[config.mk]
export PLATFORM = sky130hd
export DESIGN_NAME = ped_request_ctrl
export DESIGN_NICKNAME = d
export VERILOG_FILES = /design/src/rtl/ped_request_ctrl.sv
export SDC_FILE = /design/constraint.sdc
export NUM_CORES = 1
export LEC_CHECK = 0
export ABC_AREA = 1
export CAP_MARGIN = 5
export CORE_AREA = 2 2 153 155
export CTS_CLUSTER_SIZE = 40
export DETAILED_ROUTE_END_ITERATION = 10
export DIE_AREA = 0 0 155 157
export HOLD_SLACK_MARGIN = 0.1
export PLACE_DENSITY = 0.45
export RECOVER_POWER = 25
export REMOVE_ABC_BUFFERS = 1
export SYNTH_ARGS = -nofsm -noshare
export SYNTH_HDL_FRONTEND = slang
export SYNTH_SLANG_ARGS = --single-unit
[constraint.sdc]
create_clock -name sys_clk -period 2.07 [get_ports sys_clk]
set_input_delay 0.414 -clock sys_clk [delete_from_list [all_inputs] [get_ports sys_clk]]
set_output_delay 0.414 -clock sys_clk [all_outputs]
set_load 0.03 [all_outputs]
[src/rtl/ped_request_ctrl.sv]
// Pedestrian crossing request stage: debounces the crosswalk button, requests a red
// phase from the light controller and sequences the WALK / flashing DONT_WALK lamps.
module ped_request_ctrl #(
  parameter int unsigned DEBOUNCE_CYC   = 480_000,
  parameter int unsigned WALK_CYC       = 192_000_000,
  parameter int unsigned FLASH_CYC      = 96_000_000,
  parameter int unsigned BLINK_HALF_CYC = 12_000_000
) (
  input  logic sys_clk,
  input  logic sys_rst_n,
  input  logic ped_btn_n,
  input  logic ped_ack,
  input  logic veh_red,
  output logic ped_req,
  output logic ped_done,
  output logic walk_led,
  output logic dont_walk_led,
  output logic req_lamp,
  output logic fault
);

  localparam int unsigned CNT_W = 32;

  typedef enum logic [2:0] {
    IDLE,
    REQ,
    WAIT_RED,
    WALK,
    FLASH
  } state_e;

  logic             sync1_q, sync1_d;
  logic             sync2_q, sync2_d;
  logic             db_q, db_d;
  logic             db_prev_q, db_prev_d;
  logic [CNT_W-1:0] db_cnt_q, db_cnt_d;
  logic             press_q, press_d;

  state_e           state_q, state_d;
  logic             pending_q, pending_d;
  logic             ped_req_q, ped_req_d;
  logic             done_q, done_d;
  logic             walk_q, walk_d;
  logic             dw_q, dw_d;
  logic             req_lamp_q, req_lamp_d;
  logic             fault_q, fault_d;
  logic [CNT_W-1:0] cnt_q, cnt_d;
  logic [CNT_W-1:0] blink_q, blink_d;

  // Button levels are active-low: 1 = released. Press event fires one cycle after the
  // debounced level falls, so holding the button gives a single event.
  always_comb begin
    sync1_d   = ped_btn_n;
    sync2_d   = sync1_q;
    db_d      = db_q;
    db_cnt_d  = '0;
    db_prev_d = db_q;
    press_d   = db_prev_q & ~db_q;
    if (sync2_q != db_q) begin
      if (db_cnt_q == CNT_W'(DEBOUNCE_CYC - 1)) begin
        db_d = sync2_q;
      end else begin
        db_cnt_d = db_cnt_q + CNT_W'(1);
      end
    end
  end

  always_ff @(posedge sys_clk or negedge sys_rst_n) begin
    if (!sys_rst_n) begin
      sync1_q   <= 1'b1;
      sync2_q   <= 1'b1;
      db_q      <= 1'b1;
      db_prev_q <= 1'b1;
      db_cnt_q  <= '0;
      press_q   <= 1'b0;
    end else begin
      sync1_q   <= sync1_d;
      sync2_q   <= sync2_d;
      db_q      <= db_d;
      db_prev_q <= db_prev_d;
      db_cnt_q  <= db_cnt_d;
      press_q   <= press_d;
    end
  end

  // Crossing sequencer; lamp outputs are computed for the cycle after the edge.
  always_comb begin
    state_d   = state_q;
    pending_d = pending_q;
    ped_req_d = 1'b0;
    done_d    = 1'b0;
    walk_d    = walk_q;
    dw_d      = dw_q;
    fault_d   = fault_q;
    cnt_d     = cnt_q;
    blink_d   = blink_q;

    if (press_q && (state_q != IDLE)) begin
      pending_d = 1'b1;
    end

    case (state_q)
      IDLE: begin
        cnt_d   = '0;
        blink_d = '0;
        walk_d  = 1'b0;
        dw_d    = 1'b1;
        if (press_q || pending_q) begin
          state_d   = REQ;
          ped_req_d = 1'b1;
          pending_d = 1'b0;
        end
      end
      REQ: begin
        ped_req_d = 1'b1;
        if (ped_ack) begin
          state_d   = WAIT_RED;
          ped_req_d = 1'b0;
        end
      end
      WAIT_RED: begin
        if (veh_red) begin
          state_d = WALK;
          cnt_d   = '0;
          blink_d = '0;
          walk_d  = 1'b1;
          dw_d    = 1'b0;
        end
      end
      WALK: begin
        if (!veh_red) begin
          state_d = IDLE;
          cnt_d   = '0;
          blink_d = '0;
          walk_d  = 1'b0;
          dw_d    = 1'b1;
          fault_d = 1'b1;
        end else if (cnt_q == CNT_W'(WALK_CYC - 1)) begin
          state_d = FLASH;
          cnt_d   = '0;
          blink_d = '0;
          walk_d  = 1'b0;
          dw_d    = 1'b1;
        end else begin
          cnt_d = cnt_q + CNT_W'(1);
        end
      end
      FLASH: begin
        if (!veh_red) begin
          state_d = IDLE;
          cnt_d   = '0;
          blink_d = '0;
          walk_d  = 1'b0;
          dw_d    = 1'b1;
          fault_d = 1'b1;
        end else if (cnt_q == CNT_W'(FLASH_CYC - 1)) begin
          state_d = IDLE;
          cnt_d   = '0;
          blink_d = '0;
          dw_d    = 1'b1;
          done_d  = 1'b1;
        end else begin
          cnt_d = cnt_q + CNT_W'(1);
          if (blink_q == CNT_W'(BLINK_HALF_CYC - 1)) begin
            blink_d = '0;
            dw_d    = ~dw_q;
          end else begin
            blink_d = blink_q + CNT_W'(1);
          end
        end
      end
      default: begin
        state_d = IDLE;
      end
    endcase

    req_lamp_d = (state_d == REQ) || (state_d == WAIT_RED) || pending_d;
  end

  always_ff @(posedge sys_clk or negedge sys_rst_n) begin
    if (!sys_rst_n) begin
      state_q    <= IDLE;
      pending_q  <= 1'b0;
      ped_req_q  <= 1'b0;
      done_q     <= 1'b0;
      walk_q     <= 1'b0;
      dw_q       <= 1'b1;
      req_lamp_q <= 1'b0;
      fault_q    <= 1'b0;
      cnt_q      <= '0;
      blink_q    <= '0;
    end else begin
      state_q    <= state_d;
      pending_q  <= pending_d;
      ped_req_q  <= ped_req_d;
      done_q     <= done_d;
      walk_q     <= walk_d;
      dw_q       <= dw_d;
      req_lamp_q <= req_lamp_d;
      fault_q    <= fault_d;
      cnt_q      <= cnt_d;
      blink_q    <= blink_d;
    end
  end

  assign ped_req       = ped_req_q;
  assign ped_done      = done_q;
  assign walk_led      = walk_q;
  assign dont_walk_led = dw_q;
  assign req_lamp      = req_lamp_q;
  assign fault         = fault_q;

endmodule

==> metrics.csv <==
metric;value;unit
status;completed;
Final #Nets;1098;
vias per inst;4.72;
DRC;0;
chip height;157;um
H-tree depth;3;
Initial Utilization;31.7;%
DR vias;6511;
Worst-Skew Late Latency;370;ps
Data arrival, critical path;1470;ps
Fmax;531;MHz
Post-synth top flop;dfrtp_1;
EDFF count, synth;0;
CP Data Required Time;1660;ps
Synth async-reset ratio;100;%
max cap viols;0;
R2R setup slack;230;ps
Leak;3.44;nW
Synth Instances;1050;
unrepaired setup endpoints after global routing;false;
Power Total;5.50;mW
GRT Util Overall;17.9;%
GRT overflow;0;
commonest non-fill, non-tap cell in the layout;nand2_1;
Post-Route WL;20.4;mm
CP max stage delay;690;ps
post-synthesis register bit count;111;
largest net degree at the start of global routing;61;
first-pass detailed-route iteration total;7;
initial antenna violation count;0;
unique cell type count in the Yosys netlist;39;
clock buffer count from CTS;9;
delay-heaviest family, CP;buffers and inverters;
final hold viol count;0;
Post-Place Cells;1363;
Syn. warnings;0;
Critical Path Sink Type;primary output;
io pins;11;
Final HPWL DP;15.6;mm
fin cells;1380;
CTS sink count;111;
Root Buffer Master;clkbuf_16;
Die Area;24300;um2
normalized max-slew margin;30.9;%
Finish-stage setup viols;0;
Setup TNS;0;ps
clock slew at the register clock pins of the worst setup and hold paths;90;ps
GPL Wtd Cong;0.851;
commonest cells after routing, fill and taps aside;nand2_1, nor2_1, inv_1, dfrtp_1, nand3_1;
Pwr Density;675;nW/um2
layout cells sized above 1;8.95;%
wire length per cell;14.8;um
critical path type;flip-flop to primary output;
Iter 0 DRT Violations;440;
final setup skew;11.1;ps
CP max-delay cell;clkdlybuf4s50_1;
Synth area leaders;dfrtp_1, nand2_1, nor2_1;
Final Cycle Share;91.0;%
share of the synthesized area in the top cell type;37.2;%
CTS tree;yes;
top cell type by total area after synthesis;dfrtp_1;
Critical path buffers and inverters;1;
ant diodes;0;
Syn Area/Cell;6.80;um2
global-route wire length before repair;34.5;mm
Post-CTS Setup Inserts;0;
Core ar.;22500;um2
CP Max Fanout;2;
Mapped Area;7140;um2
Slew Viols, Final;0;
Final Core Density;36.2;%
register area share after synthesis;39.0;%
worst vdd ir;0.408;mV
Die W;155;um
Max Root-Sink Buffers;2;
Min-Delay Path Class;flip-flop to flip-flop;
synthesis-to-layout area growth;14.1;%
PortBufs;10;
vias in the first global route;6478;
floorplan row count;55;
slew of the pin with the lowest slew margin;1040;ps
CP Launch Type;flip-flop;
DRT antenna net count;0;
worst path cell trace;clkdlybuf4s50_1;
Final min period;1880;ps
-- where the power goes --
group	total [mW]	switching [mW]	internal, mW
Combinational	1.35	0.893	0.459
Clock	1.84	0.972	0.871
Sequential	2.31	0.0603	2.25
-- path summary, 6_finish.rpt --
kind / cells after the start / start / end
max in group asynchronous: 3 / sys_rst_n / db_prev_q
min in group asynchronous: 2 / sys_rst_n / cnt_q[7]
setup reg to reg: 11 / cnt_q[1] / cnt_q[11]
hold / removal: 0 / sync1_q / sync2_q
hold reg to reg: 0 / sync1_q / sync2_q
setup / recovery: 1 / fault / fault
-- synth_stat cells, drive strengths merged (7+ instances only) --
cell type / n
a21oi: 8
buf: 13
dfrtp: 106
inv: 119
nand2: 296
nand3: 87
nand4: 47
nor2: 232
nor3: 35
o21ai: 30
xnor2: 7
xor2: 33
-- registers in the layout, indices dropped and copies added (netlist names) --
| signal | count |
|---|---|
| dont_walk_led | 1 |
| cnt_q | 32 |
| req_lamp | 1 |
| press_q | 1 |
| fault | 1 |
| db_prev_d | 1 |
| ped_req | 1 |
| sync1_q | 1 |
| state_q | 3 |
| blink_q | 32 |
| sync2_q | 1 |
| pending_q | 1 |
| walk_led | 1 |
| db_cnt_q | 32 |
| ped_done | 1 |
| db_prev_q | 1 |
-- worst register-to-register path, stage by stage (launching register included) --
cell	delay, ps
dfrtp_1	370
ha_1	190
nand3_1	120
inv_2	110
nand2_4	70
nor2_1	100
nand2_1	150
nand2_2	140
nand3_2	160
buf_12	200
o211ai_1	80
inv_1	60
-- layout make-up --
class	count	area [um2]
clock inverter	7	87.6
fill	2420	14400
sequential	111	2780
timing repair buffer	48	459
tap	285	357
inverter	120	453
clock buffer	9	225
multi-input combinational	800	3780
-- metal layers --
metal / share of wire, % / routed length, um / track usage [%] / vias to the layer above
met5: 0 / 0 / 0 / -
met4: 1.1 / 229 / 3.57 / 0
met3: 3.1 / 628 / 2.67 / 14
met2: 44 / 9070 / 28.6 / 87
met1: 51 / 10500 / 25.7 / 2995
li1: - / - / - / 3415
-- stage by stage --
stage | instance area [um2] | setup WS, ps | hold WS [ps]
3_3_place_gp | 7820 | 27.8 | 304
6_report | 8150 | 186 | 359
3_5_place_dp | 7820 | 4.26 | 307
2_1_floorplan | 7010 | 6.75 | 118
4_1_cts | 8140 | 13.4 | 362
5_1_grt | 8150 | 12.6 | 364
-- cell families (layout without fill, tap and decap cells) --
logic type	after synthesis	in the layout	synth area share (%)
and+or+nand+nor	709	709	43.8
buffers and inverters	139	184	8.08
DFF	111	111	39.0
AOI/OAI and AO/OA	48	48	3.70
xor gates and xnor gates	40	40	4.91
adders and majority gates	3	3	0.526
-- repair_timing --
action                     CTS  global route
setup endpoints to repair    0            15
gates resized for setup      0             4
hold endpoints to repair    13             0
hold buffers                 1             0
Power figures use the tool's default switching activity.
